$ cat config.mk
export PLATFORM = sky130hd
export DESIGN_NAME = ysyx_23060191_exec_ctrl
export DESIGN_NICKNAME = d
export VERILOG_FILES = /design/src/rtl/ysyx_23060191_exec_ctrl.sv
export SDC_FILE = /design/constraint.sdc
export NUM_CORES = 1
export LEC_CHECK = 0
export CAP_MARGIN = 30
export CORE_AREA = 5 5 86 88
export CTS_CLUSTER_DIAMETER = 80
export DETAILED_ROUTE_END_ITERATION = 10
export DIE_AREA = 0 0 91 93
export GPL_TIMING_DRIVEN = 0
export PLACE_DENSITY = 0.83
export SYNTH_ARGS = -nofsm -noshare
export SYNTH_HDL_FRONTEND = slang
export SYNTH_SLANG_ARGS = --single-unit
$ cat constraint.sdc
create_clock -name clk -period 3.7 [get_ports clk]
set_input_delay 0.37 -clock clk [delete_from_list [all_inputs] [get_ports clk]]
set_output_delay 0.37 -clock clk [all_outputs]
set_load 0.01 [all_outputs]
$ cat src/rtl/ysyx_23060191_exec_ctrl.sv
// Multi-cycle instruction sequencer: FETCH/DECODE/EXEC/[MEM]/WB with retire counting and halt.
// Optional wait-cycle watchdog on FETCH/MEM enabled by YSYX_23060191_EXEC_CTRL_TIMEOUT_EN.
module ysyx_23060191_exec_ctrl #(
  parameter int TIMEOUT_CYCLES = 255,
  parameter int LSU_OPT_WIDTH  = 4
) (
  input  logic                     clk,
  input  logic                     rst,
  input  logic                     ifu_rvalid,
  input  logic                     wr_en_Rd,
  input  logic                     jal_jump_en,
  input  logic                     jalr_jump_en,
  input  logic [LSU_OPT_WIDTH-1:0] lsu_opt_code,
  input  logic                     lsu_done,
  input  logic                     ebreak,
  output logic                     ifu_req,
  output logic                     inst_latch_en,
  output logic                     lsu_req,
  output logic                     gpr_wr_en,
  output logic                     pc_wr_en,
  output logic                     pc_jump_sel,
  output logic                     retire_pulse,
  output logic [63:0]              retire_cnt,
  output logic                     halted,
  output logic                     timeout_err
);

  typedef enum logic [2:0] {
    S_IDLE, S_FETCH, S_DECODE, S_EXEC, S_MEM, S_WB, S_HALT
  } state_e;

  state_e      state_q, state_d;
  logic [63:0] retire_cnt_q;
  logic        timeout_hit;
  logic        in_wb;

`ifdef YSYX_23060191_EXEC_CTRL_TIMEOUT_EN
  // Counter equal to LIMIT-1 while still waiting means this is the LIMIT-th idle cycle.
  localparam logic [15:0] WAIT_LAST = 16'(TIMEOUT_CYCLES - 1);

  logic [15:0] wait_cnt_q, wait_cnt_d;
  logic        timeout_err_q;

  always_comb begin
    wait_cnt_d  = 16'd0;
    timeout_hit = 1'b0;
    if ((state_q == S_FETCH && !ifu_rvalid) || (state_q == S_MEM && !lsu_done)) begin
      timeout_hit = (wait_cnt_q == WAIT_LAST);
      wait_cnt_d  = wait_cnt_q + 16'd1;
    end
  end

  always_ff @(posedge clk) begin
    if (rst) begin
      wait_cnt_q    <= 16'd0;
      timeout_err_q <= 1'b0;
    end else begin
      wait_cnt_q <= wait_cnt_d;
      if (timeout_hit) timeout_err_q <= 1'b1;
    end
  end

  assign timeout_err = timeout_err_q;
`else
  assign timeout_hit = 1'b0;
  assign timeout_err = 1'b0;
`endif

  always_comb begin
    state_d = state_q;
    case (state_q)
      S_IDLE:   state_d = S_FETCH;
      S_FETCH: begin
        if (ifu_rvalid)       state_d = S_DECODE;
        else if (timeout_hit) state_d = S_HALT;
      end
      S_DECODE: state_d = ebreak ? S_HALT : S_EXEC;
      S_EXEC:   state_d = (lsu_opt_code != '0) ? S_MEM : S_WB;
      S_MEM: begin
        if (lsu_done)         state_d = S_WB;
        else if (timeout_hit) state_d = S_HALT;
      end
      S_WB:     state_d = S_FETCH;
      S_HALT:   state_d = S_HALT;
      default:  state_d = S_IDLE;
    endcase
  end

  always_ff @(posedge clk) begin
    if (rst) begin
      state_q      <= S_IDLE;
      retire_cnt_q <= 64'd0;
    end else begin
      state_q <= state_d;
      if (in_wb) retire_cnt_q <= retire_cnt_q + 64'd1;
    end
  end

  // All architectural strobes derive from the single WB cycle, so they cannot repeat.
  assign in_wb         = (state_q == S_WB);
  assign ifu_req       = (state_q == S_FETCH);
  assign inst_latch_en = (state_q == S_FETCH) && ifu_rvalid;
  assign lsu_req       = (state_q == S_MEM);
  assign gpr_wr_en     = in_wb && wr_en_Rd;
  assign pc_wr_en      = in_wb;
  assign pc_jump_sel   = in_wb && (jal_jump_en || jalr_jump_en);
  assign retire_pulse  = in_wb;
  assign retire_cnt    = retire_cnt_q;
  assign halted        = (state_q == S_HALT);

endmodule

# After elaboration in Yosys (flattened, before gate mapping)
# Cells that the tools add are included.
[word_totals]
register_bits = 67
out_inout_bits = 73
wordCells = 24
[op_classes]
addsub = 1
n_eq_ne = 8
muxes = 5
reduce_logical = 8
[op_table]
columns = ["op", "n"]
rows = [
  ["adder 64 x 1 -> 64 bit (second input constant)", 1],
  ["case mux 3 bit (6 select lines)", 1],
  ["== test 3 bit (second input constant)", 3],
  ["2-to-1 mux 3 bit", 3],
  ["== test 3 x 2 -> 1 bit (second input constant)", 2],
  ["!= test 2 bit (second input constant)", 2],
  ["nonzero test 4 bit", 1],
  ["== test 3 x 1 -> 1 bit (second input constant)", 1],
  ["logical AND 1 bit", 3],
  ["logical NOT 3 bit", 1],
  ["AND reduction 2 bit", 1],
  ["OR reduction 2 bit", 1],
  ["logical OR 1 bit", 1],
  ["2-to-1 mux 1 bit", 1],
]

# Longest topological paths before layout
[logic_depth]
word_depth = 3
mapped_depth = 7
mapped_depth_nobuf = 6

# Least setup slack after synthesis
# No wires, ideal clock.
[synth_timing]
kind = "register to register"
from = "register retire_cnt_q[40], in the netlist retire_cnt[40]"
to = "register retire_cnt_q[58], in the netlist retire_cnt[58]"
setup_time_ns = 0.070
t_arrival_ns = 2.189
required_time_ns = 3.630
path_slack_ns = 1.441
stages_incl_launch_ff = 7
n_path_buf = 1
synth_period_minus_slack_ns = 2.259
cell_sequence = "dfxtp_1 -> nand4_2 -> or4_1 -> buf_2 -> or3_1 -> or4_1 -> a21oi_1"
[synth_via]
elab_chain_cells = 1
[synth_lines]
columns = ["item", "line", "text"]
rows = [
  ["start, declared", "33", "logic [63:0] retire_cnt_q;"],
  ["start signal, assigned", "95", "if (in_wb) retire_cnt_q <= retire_cnt_q + 64'd1;"],
  ["adder 64 x 1 -> 64 bit", "95", ""],
]
# Every way passes these cells.
# A chain may end at the register's enable or synchronous reset.

# Final worst setup path
[layout_timing]
from = "register retire_cnt_q[10], in the netlist retire_cnt[10]"
to = "register retire_cnt_q[57], in the netlist retire_cnt[57]"
# The elaborated chain is that of the path after synthesis.

==> results.ini <==
[clock_network]
ctsResizeCount=0
htreeDepth=3
root_buffer=clkbuf_8
cts_sinks=67
path_clk_slew_ns=0.07
cts_tree=done
clk_latency_ns=0.34
cts.hold.buffers_added=0
cts_buffer_depth=2
cts_buffers=9
post-cts-setup-buffer-count=0

[routing]
detail-route-antenna-nets=0
vias=3482
drt_iter0_drc=216
drc=0
via_per_inst=5.96
wl_per_cell_um=15.8
detail_route.first_pass.iterations=5
wirelength_um=9220

[logic_synthesis]
synthTopCellsByArea=dfxtp_1 41%, nand4_1 6.8%, nor2_1 5.6%, a21oi_1 4.5%, xor2_1 4.2%
syn-num-nets=419
synth_top_area_share=0.405
synth_cells=406
syn-cell-area_sq_um=3310
ys_seq_elements=67
ys_types=42
yosysSeqAreaShare=0.405
yosysTopAreaCell=dfxtp_1
synth_warnings=0
syn_avg_cell_area_sq_um=8.15

[power]
power_per_cell_area_nw_per_um2=296
cell_internal_pwr_w=0.00101
ir_drop_mv=0.247
switchingPower_w=0.000297
switching_share=0.228
clkPwrFrac=0.398
comb_power_share=0.043
p_leak_nw=1.33
seq_power_share=0.559

[cells_and_area]
finalInstanceArea_sq_um=4400
syn_to_final_growth_pct=33.0
fin_nets=513
drive_above_1_share=0.0556
layout_common_cells=83 x clkdlybuf4s50_1, 67 x dfxtp_1, 49 x nor2_1
layout_commonest_cell=clkdlybuf4s50_1
finish.utilization=0.670
final_cells=584
diodes=0

[place]
io_buffers=83
dp_cells=569
place_congestion=0.910
place_area_sq_um=4240
dp_hpwl_um=6660

[timing]
slew_violations=0
hold_violations=0
max_freq_ghz=0.335
setup_viol=0
period_needed_ns=2.99
setup_tns_ns=0
worst_slew_pin_slew_ns=0.900
maxSlewHeadroom=0.395
finClkSkew_ns=0.00978
fin_crit_sh=0.808
rsz0062_at_grt=no

[outcome]
status=finished clean

[worst_setup_path]
reg2reg_slack_ns=0.71
timing.rr.start=retire_cnt[10]
worst-path-buf-inv=1
crit_start=retire_cnt[10]
arrival_ns=3.20
crit_fanout=10
cp.required_ns=3.91
path_depth=6
r2r_end=retire_cnt[57]
critPathKind=reg2reg
cp_top_family=simple AND/OR/NAND/NOR gates
crit_path_end=retire_cnt[57]
crit_path_end_kind=flip-flop
cp-start-kind=flip-flop
slowest_stage=nor3_1
path_cells=nand3_1 > nor3_1 > nand4_1 > clkbuf_1 > o41ai_1 > a21oi_1
rr_worst_depth=6
cpPeakStageDelay_ns=0.77

[grt]
grt_pass1_wl_um=15100
grt_max_degree=11
grt_usage=0.214
first_global_vias=3166
grt_remaining_overflow=0
antenna_found_initial=0

[die]
io_pins=85
die_h_um=93
dieArea_sq_um=8460
fp-row-count=30
start_util=0.504
core-area_sq_um=6570
die_w_um=91

[flow_run]
maxCapViolCount=0

[hold_path]
min_path_type=reg2reg

==> Yosys cell counts <==
cell	number
dfxtp_1	67
nor2_1	49
nand4_1	36
nand2_1	31
a21oi_1	30
or4_1	16
xor2_1	16
or3_1	15
o21ai_0	14
o31ai_1	14
clkbuf_1	13
nor3_1	13
xnor2_1	13
nand3_1	12
inv_1	8
nor4_1	8
and2_1	5
and3_1	5
o21a_1	5
buf_2	4
nor2b_1	4
and4_1	2
buf_4	2
mux2_2	2
nand4b_1	2
o21ba_2	2
o41ai_1	2
or2_2	2
a2111oi_0	1
a211oi_1	1
and3b_1	1
conb_1	1
ha_1	1
mux2i_1	1
nand2b_1	1
nand3_2	1
nand4_2	1
nand4bb_1	1
nor3b_1	1
nor4_2	1
nor4b_1	1
o32ai_1	1
==> final cells by class <==
class | instances | area (sq um)
Inverter | 8 | 30.0
Clock buffer | 12 | 145
Sequential cell | 67 | 1340
Tap cell | 80 | 100
Timing Repair Buffer | 83 | 831
Clock inverter | 3 | 15.0
Multi-Input combinational cell | 312 | 1860
Buffer | 19 | 83.8
Fill cell | 580 | 2170
==> worst min-delay path, delay by kind of cell (launching register included) <==
kind / cells / cell delay, ns
DFF: 1 / 0.33
AOI/OAI and AO/OA: 2 / 0.13
==> flip-flops by register name, summed over array words and instances, names as in the netlist <==
signal / count
state_q: 3
retire_cnt: 64
==> power groups by stage <==
stage | registers, W | logic, W | clock network, W
2_1_floorplan | 0.000744 | 0.0000273 | 0
3_3_place_gp | 0.000745 | 0.0000554 | 0
3_5_place_dp | 0.000745 | 0.0000556 | 0
4_1_cts | 0.000729 | 0.0000561 | 0.000527
5_1_grt | 0.000729 | 0.0000611 | 0.000558
6_report | 0.000729 | 0.0000559 | 0.000519
==> kinds of logic after synthesis <==
kind of cell	Yosys count	share of synthesized area
XOR/XNOR	29	0.0767
adder cells (fa/ha/maj)	1	0.00378
AO/OA/AOI/OAI	70	0.128
flip-flops	67	0.405
other	1	0.00113
AND/OR/NAND/NOR	208	0.341
multiplexers	3	0.00983
buffers and inverters	27	0.0344
==> stage by stage <==
stage	setup WS (ns)	total power, W	hold slack (ns)
after global routing	0.582	0.00135	0.540
after global placement	0.873	0.000800	0.459
after detailed placement	0.865	0.000801	0.491
after CTS	0.821	0.00131	0.502
final	0.711	0.00130	0.500
after floorplan	1.44	0.000771	0.482
==> worst min path at each step <==
stage	start	to	slack, ns	depth (start not counted)
2_1_floorplan	ebreak	state_q[0]	0.48	1
3_3_place_gp	retire_cnt[63]	retire_cnt[63]	0.46	2
3_5_place_dp	retire_cnt[61]	retire_cnt[61]	0.49	2
4_1_cts	retire_cnt[61]	retire_cnt[61]	0.50	2
5_1_grt	retire_cnt[62]	retire_cnt[62]	0.54	2
6_report	retire_cnt[61]	retire_cnt[61]	0.50	2
==> routing by layer <==
metal,GRT usage,part of all wire,vias up
met5,0,0,-
met4,0.0660,0.015,0
met3,0.0676,0.083,16
met2,0.343,0.47,147
met1,0.276,0.43,1632
li1,-,-,1687
No activity file was read; power rests on OpenSTA's default activity.
